File: src/rtl/fini_mul_pipe.sv
// Two-stage multi-channel FINI encoded multiplier: AND product per lane, codeword-set
// check on product and optionally operands, sticky alarm, saturating errored-beat counter.
module fini_mul_pipe #(
  parameter int unsigned            N            = 6,
  parameter int unsigned            CHANNELS     = 2,
  parameter logic [(1<<N)-1:0]      VALID_MASK   = 64'h8000_0000_0000_8009,
  parameter bit                     CHECK_INPUTS = 1'b1,
  parameter bit                     ZEROIZE      = 1'b1,
  parameter int unsigned            CNT_W        = 8
) (
  input  logic                      clk,
  input  logic                      rst,
  input  logic                      in_valid,
  input  logic [CHANNELS*N-1:0]     port_a,
  input  logic [CHANNELS*N-1:0]     port_b,
  input  logic                      alarm_clr,
  output logic                      out_valid,
  output logic [CHANNELS*N-1:0]     port_c,
  output logic [CHANNELS-1:0]       port_errorFlag,
  output logic                      alarm,
  output logic [CNT_W-1:0]          err_count
);

  localparam logic [CNT_W-1:0] CNT_MAX = {CNT_W{1'b1}};

  logic [CHANNELS*N-1:0] w_prod;
  logic [CHANNELS-1:0]   w_ierr;
  logic [CHANNELS-1:0]   w_err;
  logic [CHANNELS*N-1:0] w_c_nxt;
  logic                  w_beat_err;

  logic                  r_s1_vld;
  logic [CHANNELS*N-1:0] r_s1_prod;
  logic [CHANNELS-1:0]   r_s1_ierr;

  logic                  r_out_vld;
  logic [CHANNELS*N-1:0] r_port_c;
  logic [CHANNELS-1:0]   r_err_flag;
  logic                  r_alarm;
  logic [CNT_W-1:0]      r_err_cnt;

  // Per-lane datapath: each lane only ever sees its own operand slice.
  for (genvar k = 0; k < CHANNELS; k++) begin : g_lane
    logic [N-1:0] w_a;
    logic [N-1:0] w_b;
    logic [N-1:0] w_p1;

    assign w_a = port_a[k*N +: N];
    assign w_b = port_b[k*N +: N];
    assign w_prod[k*N +: N] = w_a & w_b;
    assign w_ierr[k] = CHECK_INPUTS & (~VALID_MASK[w_a] | ~VALID_MASK[w_b]);

    assign w_p1 = r_s1_prod[k*N +: N];
    assign w_err[k] = r_s1_ierr[k] | ~VALID_MASK[w_p1];
    assign w_c_nxt[k*N +: N] = (ZEROIZE && w_err[k]) ? '0 : w_p1;
  end

  assign w_beat_err = r_s1_vld & (|w_err);

  always_ff @(posedge clk) begin
    if (rst) begin
      r_s1_vld  <= 1'b0;
      r_s1_prod <= '0;
      r_s1_ierr <= '0;
    end else begin
      r_s1_vld <= in_valid;
      if (in_valid) begin
        r_s1_prod <= w_prod;
        r_s1_ierr <= w_ierr;
      end
    end
  end

  // Idle beats present all-zero data so downstream never sees stale codewords.
  always_ff @(posedge clk) begin
    if (rst) begin
      r_out_vld  <= 1'b0;
      r_port_c   <= '0;
      r_err_flag <= '0;
    end else begin
      r_out_vld  <= r_s1_vld;
      r_port_c   <= r_s1_vld ? w_c_nxt : '0;
      r_err_flag <= r_s1_vld ? w_err : '0;
    end
  end

  // A fresh error beats a simultaneous clear so no fault is ever lost.
  always_ff @(posedge clk) begin
    if (rst) begin
      r_alarm   <= 1'b0;
      r_err_cnt <= '0;
    end else if (alarm_clr) begin
      r_alarm   <= w_beat_err;
      r_err_cnt <= w_beat_err ? CNT_W'(1) : '0;
    end else if (w_beat_err) begin
      r_alarm <= 1'b1;
      if (r_err_cnt != CNT_MAX) begin
        r_err_cnt <= r_err_cnt + CNT_W'(1);
      end
    end
  end

  assign out_valid      = r_out_vld;
  assign port_c         = r_port_c;
  assign port_errorFlag = r_err_flag;
  assign alarm          = r_alarm;
  assign err_count      = r_err_cnt;

endmodule

File: config.mk
export PLATFORM = sky130hd
export DESIGN_NAME = fini_mul_pipe
export DESIGN_NICKNAME = d
export VERILOG_FILES = /design/src/rtl/fini_mul_pipe.sv
export SDC_FILE = /design/constraint.sdc
export NUM_CORES = 1
export LEC_CHECK = 0
export ABC_AREA = 1
export BUFFER_PORTS_ARGS = -buffer_cell sky130_fd_sc_hd__buf_2
export CORE_UTILIZATION = 46
export CTS_CLUSTER_SIZE = 24
export DETAILED_ROUTE_END_ITERATION = 10
export PLACE_DENSITY = 0.76
export SLEW_MARGIN = 20
export SYNTH_ARGS = -nofsm -noshare
export SYNTH_HDL_FRONTEND = slang
export SYNTH_SLANG_ARGS = --single-unit
File: constraint.sdc
create_clock -name clk -period 1.48 [get_ports clk]
set_input_delay 0.37 -clock clk [delete_from_list [all_inputs] [get_ports clk]]
set_output_delay 0.37 -clock clk [all_outputs]
set_load 0.1 [all_outputs]
After elaboration in Yosys (flattened, before gate mapping)

Memory sizes are Yosys's and may differ from the RTL's. A register that Yosys moved wholly into a read port is not among the register bits.
Index checks and enable logic that the tools add are counted.

Register bits after elaboration: 39
Memories: 6
Memory bits (read-only): 384
Logic and storage cells: 60

Muxes and demuxes: 16
Reductions and logical operators: 7
Magnitude comparators: 6
Equality and inequality tests: 1
Bitwise operators: 14
Add/subtract/negate cells: 1

Memories:

| name             | depth | bits a word | read ports | clocked after memory_dff | write ports | line | text |
|---|---|---|---|---|---|---|---|
| (name not given) | 64    | 1           | 1          | 1                        | 0           | 54   | `assign w_err[k] = r_s1_ierr[k] \| ~VALID_MASK[w_p1];` |
| (name not given) | 64    | 1           | 1          | 0                        | 0           | 51   | `assign w_ierr[k] = CHECK_INPUTS & (~VALID_MASK[w_a] \| ~VALID_MASK[w_b]);` |
| (name not given) | 64    | 1           | 1          | 0                        | 0           | 51   |  |
| (name not given) | 64    | 1           | 1          | 1                        | 0           | 54   |  |
| (name not given) | 64    | 1           | 1          | 0                        | 0           | 51   |  |
| (name not given) | 64    | 1           | 1          | 0                        | 0           | 51   |  |

Operators by type and width:

| kind                  | count |
|---|---|
| $lt A6 B7 Y1 const B  | 6 |
| $mux W6               | 4 |
| $mux W8               | 3 |
| $and A6 B6 Y6         | 2 |
| $mux W1               | 9 |
| $add A8 B1 Y8 const B | 1 |
| $ne A8 B8 Y1 const B  | 1 |
| $not A1 Y1            | 7 |
| $reduce_or A3 Y1      | 2 |
| $or A1 B1 Y1          | 4 |
| $reduce_bool A2 Y1    | 2 |
| $reduce_or A2 Y1      | 2 |
| $reduce_and A2 Y1     | 1 |
| $and A1 B1 Y1         | 1 |

Longest topological paths before layout

Depth in word-level cells: 8
Depth in mapped cells: 10

Least setup slack after synthesis

No wires, ideal clock.

Kind: register to register
Start point: register r_err_cnt[0] (netlist: err_count[0])
End point: register r_err_cnt[3] (netlist: err_count[3])
Library setup time: 0.070 ns
Path buffers: 0
Stages on the path, launching flop included: 8
Data arrival time: 2.031 ns
Data required time: 1.410 ns
Clock period less this slack: 2.101 ns
Setup slack: -0.621 ns
Cell sequence: dfxtp_1 -> ha_1 -> nand2_1 -> nor2_1 -> nand3_2 -> nand2_2 -> nand2_1 -> a21oi_1

Longest elaborated chain between the ends: 4
Elaborated cells between the ends (all ways): 7
Those cells by class: add/sub: 1; eq/ne: 1; mux: 3; reduce/logical: 2

Ends and longest elaborated chain:

| element                | line | text |
|---|---|---|
| start, declared        | 40   | `logic [CNT_W-1:0] r_err_cnt;` |
| start signal, assigned | 94   | `r_err_cnt <= w_beat_err ? CNT_W'(1) : '0;` |
| start signal, assigned | 98   | `r_err_cnt <= r_err_cnt + CNT_W'(1);` |
| $add A8 B1 Y8          | 98   |  |
| $mux W8                | 97   | `if (r_err_cnt != CNT_MAX) begin` |
| $mux W8                | 95   | `end else if (w_beat_err) begin` |
| $mux W8                | 92   | `end else if (alarm_clr) begin` |

Parallel ways exist; a longest one is shown, timed or not. The select of a mux whose other input is x is not followed.
A chain may end at the register's enable or synchronous reset.

Worst setup path in the final report

Start point: register r_err_cnt[1] (netlist: err_count[1])
End point: output err_count[1]

RTL lines:

| element       | line | text |
|---|---|---|
| end, declared | 21   | `output logic [CNT_W-1:0] err_count` |

No word-level cell between the ends.

==> key figures <==
Synthesis
  • Post-synthesis register bit count: 41
  • Avg Cell Area, Syn: ~7.5 sq um
  • Largest family of logic cells by synthesized area: simple AND/OR/NAND/NOR gates
  • Compound-gate portion of the synthesized area: between 10% and 20%
  • Distinct cells, synth: 21
  • Mapped Nets: about 270
  • Syn. warnings: 0
  • Synthesized area: approximately 0.0018 sq mm
  • Post-Synth Simple-Gate Area: 29.6%
  • Post-synthesis sequential area ratio: between 40% and 50%
  • Xor/xnor cell area share of the yosys netlist: 0%
  • Mapped Cells: 236
  • Adder-cell share of the synthesized area: approximately 4.9%
  • Mux cell area share after synthesis: 0%
  • Top cells by area, synth: dfxtp_1, nand2_1, nor2_1, inv_1, nand3_1
  • Synth area leader: dfxtp_1
  • Top cell type's share of synthesized area: 46.3%

CTS
  • Post-CTS setup buffer count: 0
  • Longest Clk Path Bufs: 2
  • CTS tree: built
  • CTS buffer count: 5
  • CTS sink cnt: between 40 and 50
  • H-Tree Level Count: 2
  • Root buffer cell: clkbuf_8
  • Hold Buf Count CTS: 0
  • Clock-pin slew on the worst setup and hold paths: approximately 80 ps
  • Post-CTS Resized: 0
  • Worst-Skew Late Latency: around 290 ps

Final layout
  • Total area of sequential cells: 841 sq um
  • N_diodes: 0
  • Post-route cell area: roughly 0.0023 sq mm
  • Layout area overhead: 29.1%
  • Fin cells: around 350
  • Most common cell after layout, fill and taps aside: nand2_1
  • Multi-input gate area: ~840 sq um
  • Most frequent cells in the layout: nand2_1, buf_2, nor2_1
  • Ratio of cells with drive above 1 in the final layout: slightly below 30%
  • Nets: between 300 and 400
  • Fill cells: between 300 and 400

Setup path
  • Critical path, cell by cell: buf_2
  • Critical Path RT: about 1100 ps
  • CP max stage cell: buf_2
  • Buf+Inv Stages, Crit Path: 1
  • CP Class: flop to output pin
  • CP endpoint kind: output pin
  • Top delay family on crit path: buffers and inverters
  • Critical Path Max Stage Delay: between 400 and 500 ps
  • Crit path from: err_count[1]$_SDFFE_PP0P_
  • Startpoint types: flop
  • Worst reg2reg path startpoint: err_count[0]$_SDFFE_PP0P_
  • Critical Path AT: 1070 ps
  • CP max FO: 5

Power and ir drop
  • Static Leak: about 0.0011 uW
  • Comb pwr share: between 10% and 20%
  • Flop pwr share: between 40% and 50%
  • Sw power: between 500 and 600 uW
  • Sw Ratio: about a quarter
  • Max VDD drop: 499 uV
  • Pwr/cell area: ~1000 mW/mm^2
  • Clock share of power: about two fifths
  • Internal: roughly 1800 uW

Placed design
  • Dpl cell area: between 0.002 and 0.0025 sq mm
  • PortBufs: 51
  • GP Congestion: about 0.85
  • Placed insts: 340
  • HPWL Detailed: 3.07 mm

Global routing
  • First-pass GRT wire length: between 6 and 7 mm
  • Total GRT Usage: between 20% and 30%
  • Antenna violations before repair: 0
  • Vias in the first global route: 1521
  • Largest net degree at the start of global routing: 13
  • Grt total ovfl: 0

Routing
  • Starting DRC count in detailed routing: 76
  • WL per Instance: roughly 11 um
  • Drt via density: about 5.0
  • Post-DRT Antenna Nets: 0
  • Vias: around 1700
  • WL final: between 3 and 4 mm
  • Router iterations before antenna repair: 4
  • DRC errors left: 0

Timing
  • Worst Skew: 6.28 ps
  • Final setup TNS: 0 ps
  • Crit path time final: roughly 1400 ps
  • Crit share post-route: 97.6%
  • Slew HR: 67.5%
  • Hold slack: around 360 ps
  • Final setup viols: 0
  • RSZ-0062 raised after global routing: false
  • Max Transition Viols Final: 0
  • Max Fclk: approximately 700 MHz
  • Hold Vio Cnt, Final: 0
  • Slew @ Worst Pin: approximately 500 ps

Floorplanning
  • Io pins: 52
  • Placeable Area: roughly 0.0037 sq mm
  • DIE HEIGHT: 64.1 um
  • DIE AREA: between 0.004 and 0.005 sq mm
  • Row count: 22
  • Die width: between 60 and 70 um
  • Initial Util: about half

Worst hold path
  • Hold path start: port_b[7]
  • HP Class: input port to flop

Job
  • Max Cap Violations: 0

Run status
  • Outcome: finished, final reports clean
power by group through the flow:
| stage | Sequential [uW] | Combinational (uW) | Clock (uW) |
|---|---|---|---|
| after detailed placement | 1170 | 303 | 0 |
| after CTS | 1150 | 305 | 945 |
| after global routing | 1150 | 341 | 992 |
| after global placement | 1170 | 300 | 0 |
| after floorplan | 1240 | 129 | 0 |
| final | 1150 | 305 | 923 |
state kept, by name, summed over array words and instances, names as in the netlist, named ones only:
name            cells
out_valid           1
r_s1_ierr           2
r_s1_vld            1
alarm               1
r_s1_prod          12
err_count           8
port_errorFlag      2
port_c             12
final timing paths:
check,end,slack [ps],cells after the start
worst max-delay path,err_count[1],40,1
worst min-delay path,r_s1_prod[7]$_SDFFE_PP0P_,360,3
worst min register to register,port_c[2]$_SDFF_PP0_,430,2
worst max register to register,err_count[3]$_SDFFE_PP0P_,130,7
routing by layer:
| metal | vias up | wire [um] | share of wire [%] | global-route usage [%] |
|---|---|---|---|---|
| met1 | 769 | 1770 | 46 | 25.8 |
| met4 | 0 | 58 | 1.5 | 7.67 |
| met5 | - | 0 | 0 | 0 |
| met3 | 6 | 249 | 6.4 | 5.71 |
| met2 | 61 | 1800 | 46 | 35.4 |
| li1 | 888 | - | - | - |
area by class of cell:
cell class	count	area share (%)
tap	48	2.62
timing repair buffer	59	14.1
multi-input combinational	163	36.7
inverter	29	4.75
clock buffer	7	3.77
clock inverter	1	1.31
sequential	41	36.7
cell families after synthesis:
kind of cell,count (synthesis)
simple gates,120
flops,41
compound gates,36
buf+inv,32
fa+ha+maj,7
worst register-to-register path: cells and delay by family, from the launching register on:
kind	cells	cell delay, ps
simple gates	5	600
compound gates	1	150
flops	1	370
fa+ha+maj	1	160
synthesized netlist by cell type:
master   number
ha_1          7
buf_6         2
inv_1        28
nand3_1      21
o31ai_1       4
nor3_1        1
inv_2         1
o21ai_0      17
nand4_1       2
buf_2         1
nor2_2        2
a21oi_1       9
nor2_1       37
o21ai_1       1
nor3b_1       1
o22ai_1       2
nand2_2       3
o21ai_2       3
nand3_2       4
dfxtp_1      41
nand2_1      49
metrics by stage:
| step | worst slack (ps) | total power, uW | util [%] |
|---|---|---|---|
| after detailed placement | -101 | 1480 | 58.2 |
| after global routing | 1.80 | 2490 | 62.1 |
| after CTS | 11.6 | 2400 | 61.4 |
| after global placement | -29.0 | 1470 | 58.2 |
| final | 36.1 | 2380 | 62.1 |
| after floorplan | 0.572 | 1370 | - |
Note: power is estimated with default switching activity, not from simulation.
